$ cat config.mk
export PLATFORM = sky130hd
export DESIGN_NAME = boot_loader
export DESIGN_NICKNAME = d
export VERILOG_FILES = /design/src/rtl/boot_loader.sv
export SDC_FILE = /design/constraint.sdc
export NUM_CORES = 1
export LEC_CHECK = 0
export BUFFER_PORTS_ARGS = -buffer_cell sky130_fd_sc_hd__buf_4
export CAP_MARGIN = 20
export CELL_PAD_IN_SITES_DETAIL_PLACEMENT = 1
export CELL_PAD_IN_SITES_GLOBAL_PLACEMENT = 1
export CORE_ASPECT_RATIO = 0.75
export CORE_UTILIZATION = 39
export CTS_BUF_LIST = sky130_fd_sc_hd__clkbuf_4 sky130_fd_sc_hd__clkbuf_8 sky130_fd_sc_hd__clkbuf_16
export DETAILED_ROUTE_END_ITERATION = 16
export GPL_TIMING_DRIVEN = 0
export PLACE_DENSITY_LB_ADDON = 0.1
export SETUP_SLACK_MARGIN = 0.3
export SLEW_MARGIN = 40
export SYNTH_ARGS = -nofsm -noshare
export SYNTH_HDL_FRONTEND = slang
export SYNTH_SLANG_ARGS = --single-unit
$ cat constraint.sdc
create_clock -name clk -period 2.3 [get_ports clk]
set_clock_uncertainty 0.15 [all_clocks]
set_input_delay 0.345 -clock clk [delete_from_list [all_inputs] [get_ports clk]]
set_output_delay 0.345 -clock clk [all_outputs]
set_load 0.02 [all_outputs]
$ cat src/rtl/boot_loader.sv
// Serial boot loader: receives a framed image over UART, writes it into RAM,
// verifies an 8-bit data checksum, then releases the core and hands it the RAM port.
module boot_loader #(
    parameter int unsigned MAX_WORDS = 2097152
) (
    input  logic        clk,
    input  logic        reset,
    input  logic [7:0]  rx_data,
    input  logic        rx_valid,
    input  logic [31:0] core_mem_addr,
    input  logic [31:0] core_mem_wdata,
    input  logic [3:0]  core_mem_wmask,
    output logic [31:0] ram_addr,
    output logic [31:0] ram_wdata,
    output logic [3:0]  ram_wmask,
    output logic        core_resetn,
    output logic        done,
    output logic        err
);

    localparam logic [2:0] S_LEN  = 3'd0;
    localparam logic [2:0] S_BASE = 3'd1;
    localparam logic [2:0] S_DATA = 3'd2;
    localparam logic [2:0] S_CSUM = 3'd3;
    localparam logic [2:0] S_RUN  = 3'd4;
    localparam logic [2:0] S_ERR  = 3'd5;

    logic [2:0]  state;
    logic [1:0]  byte_cnt;
    logic [31:0] word_cnt;
    logic [31:0] len_q;
    logic [31:0] addr_q;
    logic [23:0] field;
    logic [7:0]  sum;
    logic        ld_we;
    logic [31:0] ld_addr;
    logic [31:0] ld_wdata;
    logic [31:0] field_next;
    logic        last_byte;

    // Little-endian assembly: the incoming byte lands on top, older bytes shift down.
    always_comb begin
        field_next = {rx_data, field};
        last_byte  = (byte_cnt == 2'd3);
    end

    always_ff @(posedge clk) begin
        if (reset) begin
            state       <= S_LEN;
            byte_cnt    <= '0;
            word_cnt    <= '0;
            len_q       <= '0;
            addr_q      <= '0;
            field       <= '0;
            sum         <= '0;
            ld_we       <= 1'b0;
            ld_addr     <= '0;
            ld_wdata    <= '0;
            core_resetn <= 1'b0;
            done        <= 1'b0;
            err         <= 1'b0;
        end else begin
            ld_we    <= 1'b0;
            ld_addr  <= '0;
            ld_wdata <= '0;
            if (rx_valid) begin
                case (state)
                    S_LEN: begin
                        field    <= field_next[31:8];
                        byte_cnt <= byte_cnt + 2'd1;
                        if (last_byte) begin
                            if (field_next == 32'd0) begin
                                state <= S_CSUM;
                            end else if (field_next > MAX_WORDS) begin
                                state <= S_ERR;
                                err   <= 1'b1;
                            end else begin
                                len_q <= field_next;
                                state <= S_BASE;
                            end
                        end
                    end
                    S_BASE: begin
                        field    <= field_next[31:8];
                        byte_cnt <= byte_cnt + 2'd1;
                        if (last_byte) begin
                            addr_q <= {field_next[31:2], 2'b00};
                            state  <= S_DATA;
                        end
                    end
                    S_DATA: begin
                        field    <= field_next[31:8];
                        byte_cnt <= byte_cnt + 2'd1;
                        sum      <= sum + rx_data;
                        if (last_byte) begin
                            ld_we    <= 1'b1;
                            ld_addr  <= addr_q;
                            ld_wdata <= field_next;
                            addr_q   <= addr_q + 32'd4;
                            word_cnt <= word_cnt + 32'd1;
                            if (word_cnt + 32'd1 == len_q) begin
                                state <= S_CSUM;
                            end
                        end
                    end
                    S_CSUM: begin
                        if (rx_data == sum) begin
                            state       <= S_RUN;
                            done        <= 1'b1;
                            core_resetn <= 1'b1;
                        end else begin
                            state <= S_ERR;
                            err   <= 1'b1;
                        end
                    end
                    default: ;
                endcase
            end
        end
    end

    always_comb begin
        if (state == S_RUN) begin
            ram_addr  = core_mem_addr;
            ram_wdata = core_mem_wdata;
            ram_wmask = core_mem_wmask;
        end else begin
            ram_addr  = ld_addr;
            ram_wdata = ld_wdata;
            ram_wmask = ld_we ? 4'b1111 : 4'b0000;
        end
    end

endmodule

# Word level (Yosys, flattened, before mapping)
# Index checks and enable logic that the tools add are counted.
# totals
reg_bits	200
inputBits	79
wordCells	73
output_inout_bits	71
# op_classes
bitwise	5
n_eq_ne	14
add_sub_neg	4
reduce_logical	16
muxes	21
magnitude_cmp	1
# op_table
cell	n
32-bit 2-to-1 mux	4
32-bit one-hot mux with 2 select lines	1
32-bit by 1-bit adder with 32-bit output (second input constant)	1
32-bit by 3-bit adder with 32-bit output (second input constant)	1
32-bit == test	1
32-bit by 22-bit greater-than comparator with 1-bit output (second input constant)	1
32-bit zero test	1
3-bit 2-to-1 mux	6
2-bit inequality test (second input constant)	7
3-bit one-hot mux with 4 select lines	1
6-bit AND reduction	2
8-bit adder	1
8-bit == test	1
4-bit 2-to-1 mux	2
3-bit by 2-bit == test with 1-bit output (second input constant)	2
1-bit 2-to-1 mux	6
3-bit AND reduction	2
3-bit OR reduction	2
1-bit NOT	5
5-bit AND reduction	1
2-bit AND reduction	2
4-bit AND reduction	1
2-bit nonzero test	2
4-bit nonzero test	1
other kinds (7)	7

# Logic depth before layout (Yosys ltp)
# Gate-level depths: netlist of run 1.
# depth
word_depth	5
mapped_depth	10
ltp_nobuf	10

# Least setup slack after synthesis of run 1
# Ideal clock, no wire load.
# synth_timing
path_kind	register -> register
start	reg field[9]
end	reg len_q[10]
stages_incl_launch_ff	8
setup_time_ns	0.128
required_time_ns	2.022
path_buffers	1
setup_slack_ns	-0.161
synth_period_minus_slack_ns	2.461
arrival_time_ns	2.183
cell_sequence	dfxtp_1 or4_1 or4_1 xnor2_1 nor2_2 buf_4 mux2i_1 nor2_1
# synth_via
elab_chain_len	3
# synth_rtl
element	line_no	source
start, declared	33	logic [23:0] field;
start signal, assigned	69	field <= field_next[31:8];
start signal, assigned	84	field <= field_next[31:8];
start signal, assigned	92	field <= field_next[31:8];
32-bit by 22-bit greater-than comparator with 1-bit output or 32-bit zero test (tied branches)	74, 72	
1-bit NOT (no line)	--	
5-bit AND reduction (no line) (*)	--	
end signal, assigned	78	len_q <= field_next;
end, declared	31	logic [31:0] len_q;
# Every way passes the cells marked *; elsewhere a longest branch is shown, timed or not.
# A chain may end at the register's enable or synchronous reset.

# Final worst setup path of run 1
# layout_timing
start	reg field[12]
end	reg len_q[16]
# The elaborated chain is that of the path after synthesis.

==> impl_results.md, run 1 <==
* Vias in the first global route at 9997
* Drt first-iter violations at a little under 1000
* Pins Over Slew Limit at 0
* H-tree depth at 4
* Mapped Cells at 1127
* Hold WC Path Type: in -> reg
* Worst IR Drop VDD at between 0.5 and 0.6 mV
* Yosys top cell area share at about 41%
* Routed vias at 10600
* Sequential area share after synthesis at between 40% and 50%
* Cell row count at 49
* Met2 usage at about 46%
* Arr. time, crit path at 2.91 ns
* # IOs at 150
* RSZ-0062 raised after global routing: true
* PnR worst setup slack at -0.431 ns
* Maximum clock insertion buffer count at 2
* Failing checks: setup timing
* Met3 Usage GRT at ~8.4%
* Pwr per Cell Area at around 470 mW/mm2
* Core box area at roughly 0.024 mm2
* Most frequent cells in the layout: buf_4, dfxtp_1, buf_6, nand2_1, nor2_1
* Clock slew at reported path FFs at ~0.080 ns
* Total power at 7.19 mW
* Fin crit period at ~2.7 ns
* Mean Syn Cell Area at 8.59 um2
* Slack of the worst reg-to-reg path at -0.43 ns
* CTS buffer count at 17
* Synth Cell Area at around 0.0097 mm2
* Worst Max-Slew Pin Slew at 0.931 ns
* Hold Buf Count CTS at 0
* #FFs+latches synth at around 200
* Met1 usage at 41.1%
* Vias per cell at 5.95
* CP Capture Type: flop
* Initial antenna violation count at 2
* Chip width at roughly 180 um
* Gr usage total at between 30% and 40%
* Leak at between 6 and 7 nW
* CTS tree: yes
* Root Driver: clkbuf_16
* Yosys cell types at 69
* Final Hold Fails at 0
* Post-synth EDFFs at 0
* Post-route cell area at ~0.015 mm2
* Drc violations at 0
* Area post-placement at 0.0114 mm2
* Area Growth Syn to Fin at 58.7%
* Layout cell share with drive strength beyond 1 at 45.9%
* CP Launch Type: flop
* Starting Density at 40.1%
* Largest net degree at the start of global routing at 17
* Setup-failing EPs final at about 110
* Crit Path Class: reg -> reg
* Hold Worst Slack at approximately 0.07 ns
* Post-route ant nets at 0
* Worst-Skew Late Latency at roughly 0.47 ns
* First-pass GRT wire length at 58500 um
* Share of the clock period used by the worst path at 119%
* Global-route layer with the greatest usage: met2
* Max-cap violations at 0
* Gr ovfl total at 0
* Number of buffers added on ports at 148
* CTS Sinks at between 150 and 200
* Nets at roughly 1500
* Max Freq at approximately 370 MHz
* Die Y at around 140 um
* Dpl hpwl at approximately 24000 um
* GPL Wtd Cong at 0.883
* Worst Path Required at approximately 2.5 ns
* Top fanout value on the critical path at 6
* Worst slew margin at 37.9%
* Die ar. at between 0.02 and 0.03 mm2
* Status: finished, violations left
* DR WL/cell at about 26 um
* Most common flop cell mapped by yosys: dfxtp_1
* Final wirelength at 45800 um
* Fill cell count at approximately 2600
* Setup WS pre-CTS at -0.518 ns
* Synth warn at 0
* Post-synth ARST share at 0%
* Router iterations before antenna repair at 5
* Synth top area cells: dfxtp_1, mux2_2, nand2_1
* Commonest non-fill, non-tap cell in the layout: buf_4
* Syn nets at roughly 1200
* Yosys top cell by area: dfxtp_1
==> sequential cells by signal, indices dropped and copies added (netlist names) <==
signal / flops
state: 3
sum: 8
word_cnt: 32
byte_cnt: 2
ld_addr: 30
ld_wdata: 32
field: 24
len_q: 32
addr_q: 30
done: 1
ld_we: 1
err: 1
==> kinds of logic after synthesis <==
logic type | after synthesis | share of synthesized area [%]
simple gates | 467 | 24.8
buf+inv | 100 | 4.13
compound gates | 183 | 11.7
flops | 196 | 40.5
mux | 90 | 10.1
xor+xnor | 80 | 7.24
fa+ha+maj | 11 | 1.50
==> critical path: stages, from the launching register on <==
cell	delay [ns]
dfxtp_1	0.42
or4_4	0.45
or4_4	0.56
xnor2_4	0.17
nor2_4	0.22
buf_4	0.16
clkbuf_16	0.14
mux2i_1	0.23
nor2_1	0.09
==> path summary, 6_finish.rpt <==
kind / endpoint / depth (start not counted) / startpoint
min reg2reg: err$_SDFFE_PP0P_ / 2 / err$_SDFFE_PP0P_
min: ld_wdata[24]$_SDFF_PP0_ / 2 / rx_data[0]
max reg2reg: len_q[16]$_SDFFE_PP0P_ / 8 / field[12]$_SDFFE_PP0P_
max: len_q[16]$_SDFFE_PP0P_ / 8 / field[12]$_SDFFE_PP0P_
==> layer usage <==
metal / wire (um) / vias up / part of all wire [%]
li1: - / 4583 / -
met1: 18300 / 5215 / 40
met2: 21500 / 622 / 47
met3: 4090 / 162 / 8.9
met4: 1890 / 2 / 4.1
met5: 16 / - / 0.035
==> Yosys cell counts (8+ instances only) <==
cell type,instances
o21ai_0,29
ha_1,10
nor4_1,17
a22oi_1,8
mux2_2,64
a211oi_1,14
nand4_1,20
and2_1,19
mux2i_1,26
a21oi_1,77
xor2_1,30
nor2_1,118
nand3_1,26
xnor2_1,50
nand2_1,122
and3_1,72
buf_2,11
a31oi_1,8
nor3_1,23
dfxtp_1,196
clkbuf_1,68
inv_1,15
==> repair_timing <==
item | CTS | global route
cloned | 7 | 4
setup buffers | 69 | 59
endpoints found under the setup margin | 256 | 241
pin swaps | 77 | 86
gates resized for setup | 369 | 225
==> metrics by stage <==
stage / utilization [%] / TNS (ns) / instances
finish: 63.6 / -27.04 / 1778
global route: 63.6 / -31.07 / 1777
CTS: 58.3 / -18.30 / 1714
detailed placement: 47.3 / -57.93 / 1606
global placement: 47.3 / -72.30 / 1606
floorplan: - / 0 / 1127
==> area by class of cell <==
type | instances | area [um2] | area share, %
buffer | 85 | 790 | 5.14
clock buffer | 21 | 474 | 3.09
sequential | 196 | 4030 | 26.2
inverter | 15 | 56.3 | 0.366
multi-input combinational | 832 | 6700 | 43.6
antenna | 1 | 2.50 | 0.0163
tap | 331 | 414 | 2.70
clock inverter | 11 | 125 | 0.814
timing repair buffer | 286 | 2770 | 18.0
==> where the power goes <==
group	switching [mW]	leakage, nW	internal (mW)
clock	1.49	0.289	1.71
sequential	0.0417	1.61	3.39
combinational	0.300	4.51	0.252
Power figures use the tool's default switching activity.
==> inputs of run 2 (changes only) <==
--- a/config.mk
+++ b/config.mk
@@ -14,7 +14,7 @@
 export CTS_BUF_LIST = sky130_fd_sc_hd__clkbuf_4 sky130_fd_sc_hd__clkbuf_8 sky130_fd_sc_hd__clkbuf_16
 export DETAILED_ROUTE_END_ITERATION = 16
 export GPL_TIMING_DRIVEN = 0
-export PLACE_DENSITY_LB_ADDON = 0.1
+export PLACE_DENSITY = 0.78
 export SETUP_SLACK_MARGIN = 0.3
 export SLEW_MARGIN = 40
 export SYNTH_ARGS = -nofsm -noshare
==> impl_results.md, run 2 (same netlist as run 1, synthesis figures left out) <==
* Switching power at 2.09 mW (+14%)
* Gr usage total at 30.7% (+0.44 points)
* Net Sw Frac at 28.9% (+3.4 points)
* R2r startpoint: field[15]$_SDFFE_PP0P_
* Total power at 7.22 mW (+0.49%)
* Critical Path Stages at 9 (+1)
* Area post-placement at 0.0114 mm2 (about the same)
* CP Launch Type: flop
* Worst setup path endpoint: len_q[12]$_SDFFE_PP0P_
* CP Capture Type: flop
* Fin crit period at 2.97 ns (+0.237 ns)
* Root Driver: clkbuf_16
* Crit path cell chain: nor4_4 -> nand4_1 -> or4_4 -> xnor2_4 -> nor2_4 -> buf_12 -> clkbuf_16 -> mux2i_1 -> nor2_1
* Post-route cell area at 0.0149 mm2 (-3.3%)
* Highest-delay cell along the critical path: or4_4
* Status: finished, violations left
* R2R cell count at 9 (+1)
* Sequential share of power at 47.6% (about the same)
* H-tree depth at 4 (unchanged)
* Worst-Skew Late Latency at 0.47 ns (about the same)
* Max-cap violations at 0 (unchanged)
* Pwr per Cell Area at 486 mW/mm2 (+4.0%)
* Router iterations before antenna repair at 6 (+1)
* Worst stage delay on the critical path at 0.59 ns (+0.03 ns)
* Slack of the worst reg-to-reg path at -0.67 ns (-0.24 ns)
* DR WL/cell at 28.6 um (+11%)
* Setup-failing EPs final at 135 (+29%)
* Chip width at 184 um (unchanged)
* Drc violations at 0 (unchanged)
* Leak at 6.16 nW (-3.9%)
* Hold Worst Slack at 0.0431 ns (-0.0260 ns)
* CTS Sinks at 196 (unchanged)
* Routed vias at 11100 (+5.1%)
* Share of the clock period used by the worst path at 129% (+10 points)
* Most frequent cells in the layout: buf_4, dfxtp_1, nand2_1, buf_6, nor2_1
* Post-route ant nets at 0 (unchanged)
* Crit Path Class: reg -> reg
* Internal at 5.13 mW (-4.1%)
* CTS buffer count at 17 (unchanged)
* Clock slew at reported path FFs at 0.08 ns (about the same)
* Failing checks: setup timing
* Largest net degree at the start of global routing at 22 (+5)
* Setup TNS at -37.64 ns (-10.61 ns)
* Worst Setup SP: field[15]$_SDFFE_PP0P_
* Biggest regs: ld_wdata (32), len_q (32), word_cnt (32)
* Core box area at 0.0242 mm2 (unchanged)
* Worst slew margin at 38.5% (+0.54 points)
* Cell row count at 49 (unchanged)
* # IOs at 150 (unchanged)
* GPL Wtd Cong at 0.899 (+1.8%)
* Die ar. at 0.0255 mm2 (unchanged)
* Crit path max-delay family: simple AND/OR/NAND/NOR gates
* Worst Max-Slew Pin Slew at 0.923 ns (-0.00803 ns)
* Starting Density at 40.1% (unchanged)
* Reg-to-reg critical path endpoint: len_q[12]$_SDFFE_PP0P_
* Final Hold Fails at 0 (unchanged)
* Arr. time, crit path at 3.15 ns (+0.24 ns)
* Commonest non-fill, non-tap cell in the layout: buf_4
* Fill cell count at 2645 (+0.38%)
* Setup WS pre-CTS at -0.769 ns (-0.251 ns)
* Layout cell share with drive strength beyond 1 at 42.7% (-3.2 points)
* Gate power share at 8.2% (+0.5 points)
* Hold WC Path Type: in -> reg
* RSZ-0062 raised after global routing: true
* Worst IR Drop VDD at 0.469 mV (-11%)
* Vias per cell at 6.33 (+6.4%)
* Maximum clock insertion buffer count at 2 (unchanged)
* CTS tree: yes
* Pins Over Slew Limit at 0 (unchanged)
* Final wirelength at 50100 um (+9.4%)
* Power share of the clock group at 44.2% (-0.4 points)
* Initial antenna violation count at 0 (-2)
* Worst Path Required at 2.48 ns (about the same)
* Vias in the first global route at 10400 (+3.9%)
* Area Growth Syn to Fin at 53.4%
* Nets at 1498 (-1.6%)
* Worst Path Buf+Inv at 2 (unchanged)
* First-pass GRT wire length at 60300 um (+3.1%)
* Gr ovfl total at 0 (unchanged)
* Number of buffers added on ports at 148 (unchanged)
* Max Freq at 337 MHz (-8.0%)
* PnR worst setup slack at -0.667 ns (-0.237 ns)
* Drt first-iter violations at 1342 (+39%)
* Die Y at 138 um (unchanged)
* Top fanout value on the critical path at 7 (+1)
* Dpl hpwl at 24500 um (+0.72%)
run 2: changes by cell type in the layout (fill, tap and decap cells not counted), moves of 5 or more:
cell / before / now
dfxtp_2: 31 / 22
xnor2_2: 9 / 1
clkbuf_16: 31 / 25
and2_1: 10 / 15
xnor2_1: 40 / 48
nor3_4: 10 / 5
dfxtp_1: 147 / 153
buf_6: 122 / 104
and2_4: 9 / 4
run 2: timing repair:
| item | CTS | global route |
|---|---|---|
| pin swaps | 66 | 56 |
| hold buffers | 0 | 0 |
| gates resized for setup | 290 | 244 |
| cloned | 4 | 5 |
| buffers inserted | 71 | 34 |
| endpoints found under the setup margin | 255 | 240 |
run 2: power by group through the flow:
stage               clock, mW  sequential, mW  combinational (mW)
floorplan                   0            3.50               0.189
global placement            0            3.52               0.386
detailed placement          0            3.52               0.397
CTS                      3.10            3.43               0.455
global route             3.30            3.43               0.607
finish                   3.20            3.43               0.591
run 2: per-stage QoR:
stage	utilization (%)	std cells
floorplan	-	1127
global placement	47.3	1606
detailed placement	47.3	1606
CTS	56.7	1713
global route	61.4	1752
finish	61.5	1756
run 2: layer usage:
layer  global-route usage, %  share of wire (%)  vias up
li1                        -                  -     4520
met1                    41.0                 38     5438
met2                    48.6                 44      855
met3                    6.61                 11      307
met4                    11.2                7.0        0
met5                       0                  0        -
run 2: how the worst min path moves through the flow:
stage / start / end / slack [ns] / cells after the start
finish: rx_data[2] / field[18]$_SDFFE_PP0P_ / 0.04 / 3
global route: rx_data[3] / ld_wdata[27]$_SDFF_PP0_ / 0.05 / 2
CTS: rx_data[3] / field[19]$_SDFFE_PP0P_ / 0.04 / 3
detailed placement: err$_SDFFE_PP0P_ / err$_SDFFE_PP0P_ / 0.29 / 2
global placement: sum[5]$_SDFFE_PP0P_ / sum[5]$_SDFFE_PP0P_ / 0.29 / 2
floorplan: sum[4]$_SDFFE_PP0P_ / sum[4]$_SDFFE_PP0P_ / 0.29 / 2
run 2: layout make-up:
| type | instances | area (um2) | share of cell area, % |
|---|---|---|---|
| Clock buffer | 17 | 425 | 2.86 |
| Inverter | 15 | 60.1 | 0.404 |
| Buffer | 85 | 739 | 4.98 |
| Antenna cell | 4 | 10.0 | 0.0674 |
| Tap cell | 331 | 414 | 2.79 |
| Multi-Input combinational cell | 832 | 6520 | 43.9 |
| Clock inverter | 15 | 170 | 1.15 |
| Sequential cell | 196 | 4030 | 27.1 |
| Timing Repair Buffer | 261 | 2490 | 16.8 |
run 2: tightest hold or removal path, cell delays in order:
cell     delay, ns
buf_4         0.15
nand2_1       0.06
a21oi_1       0.05
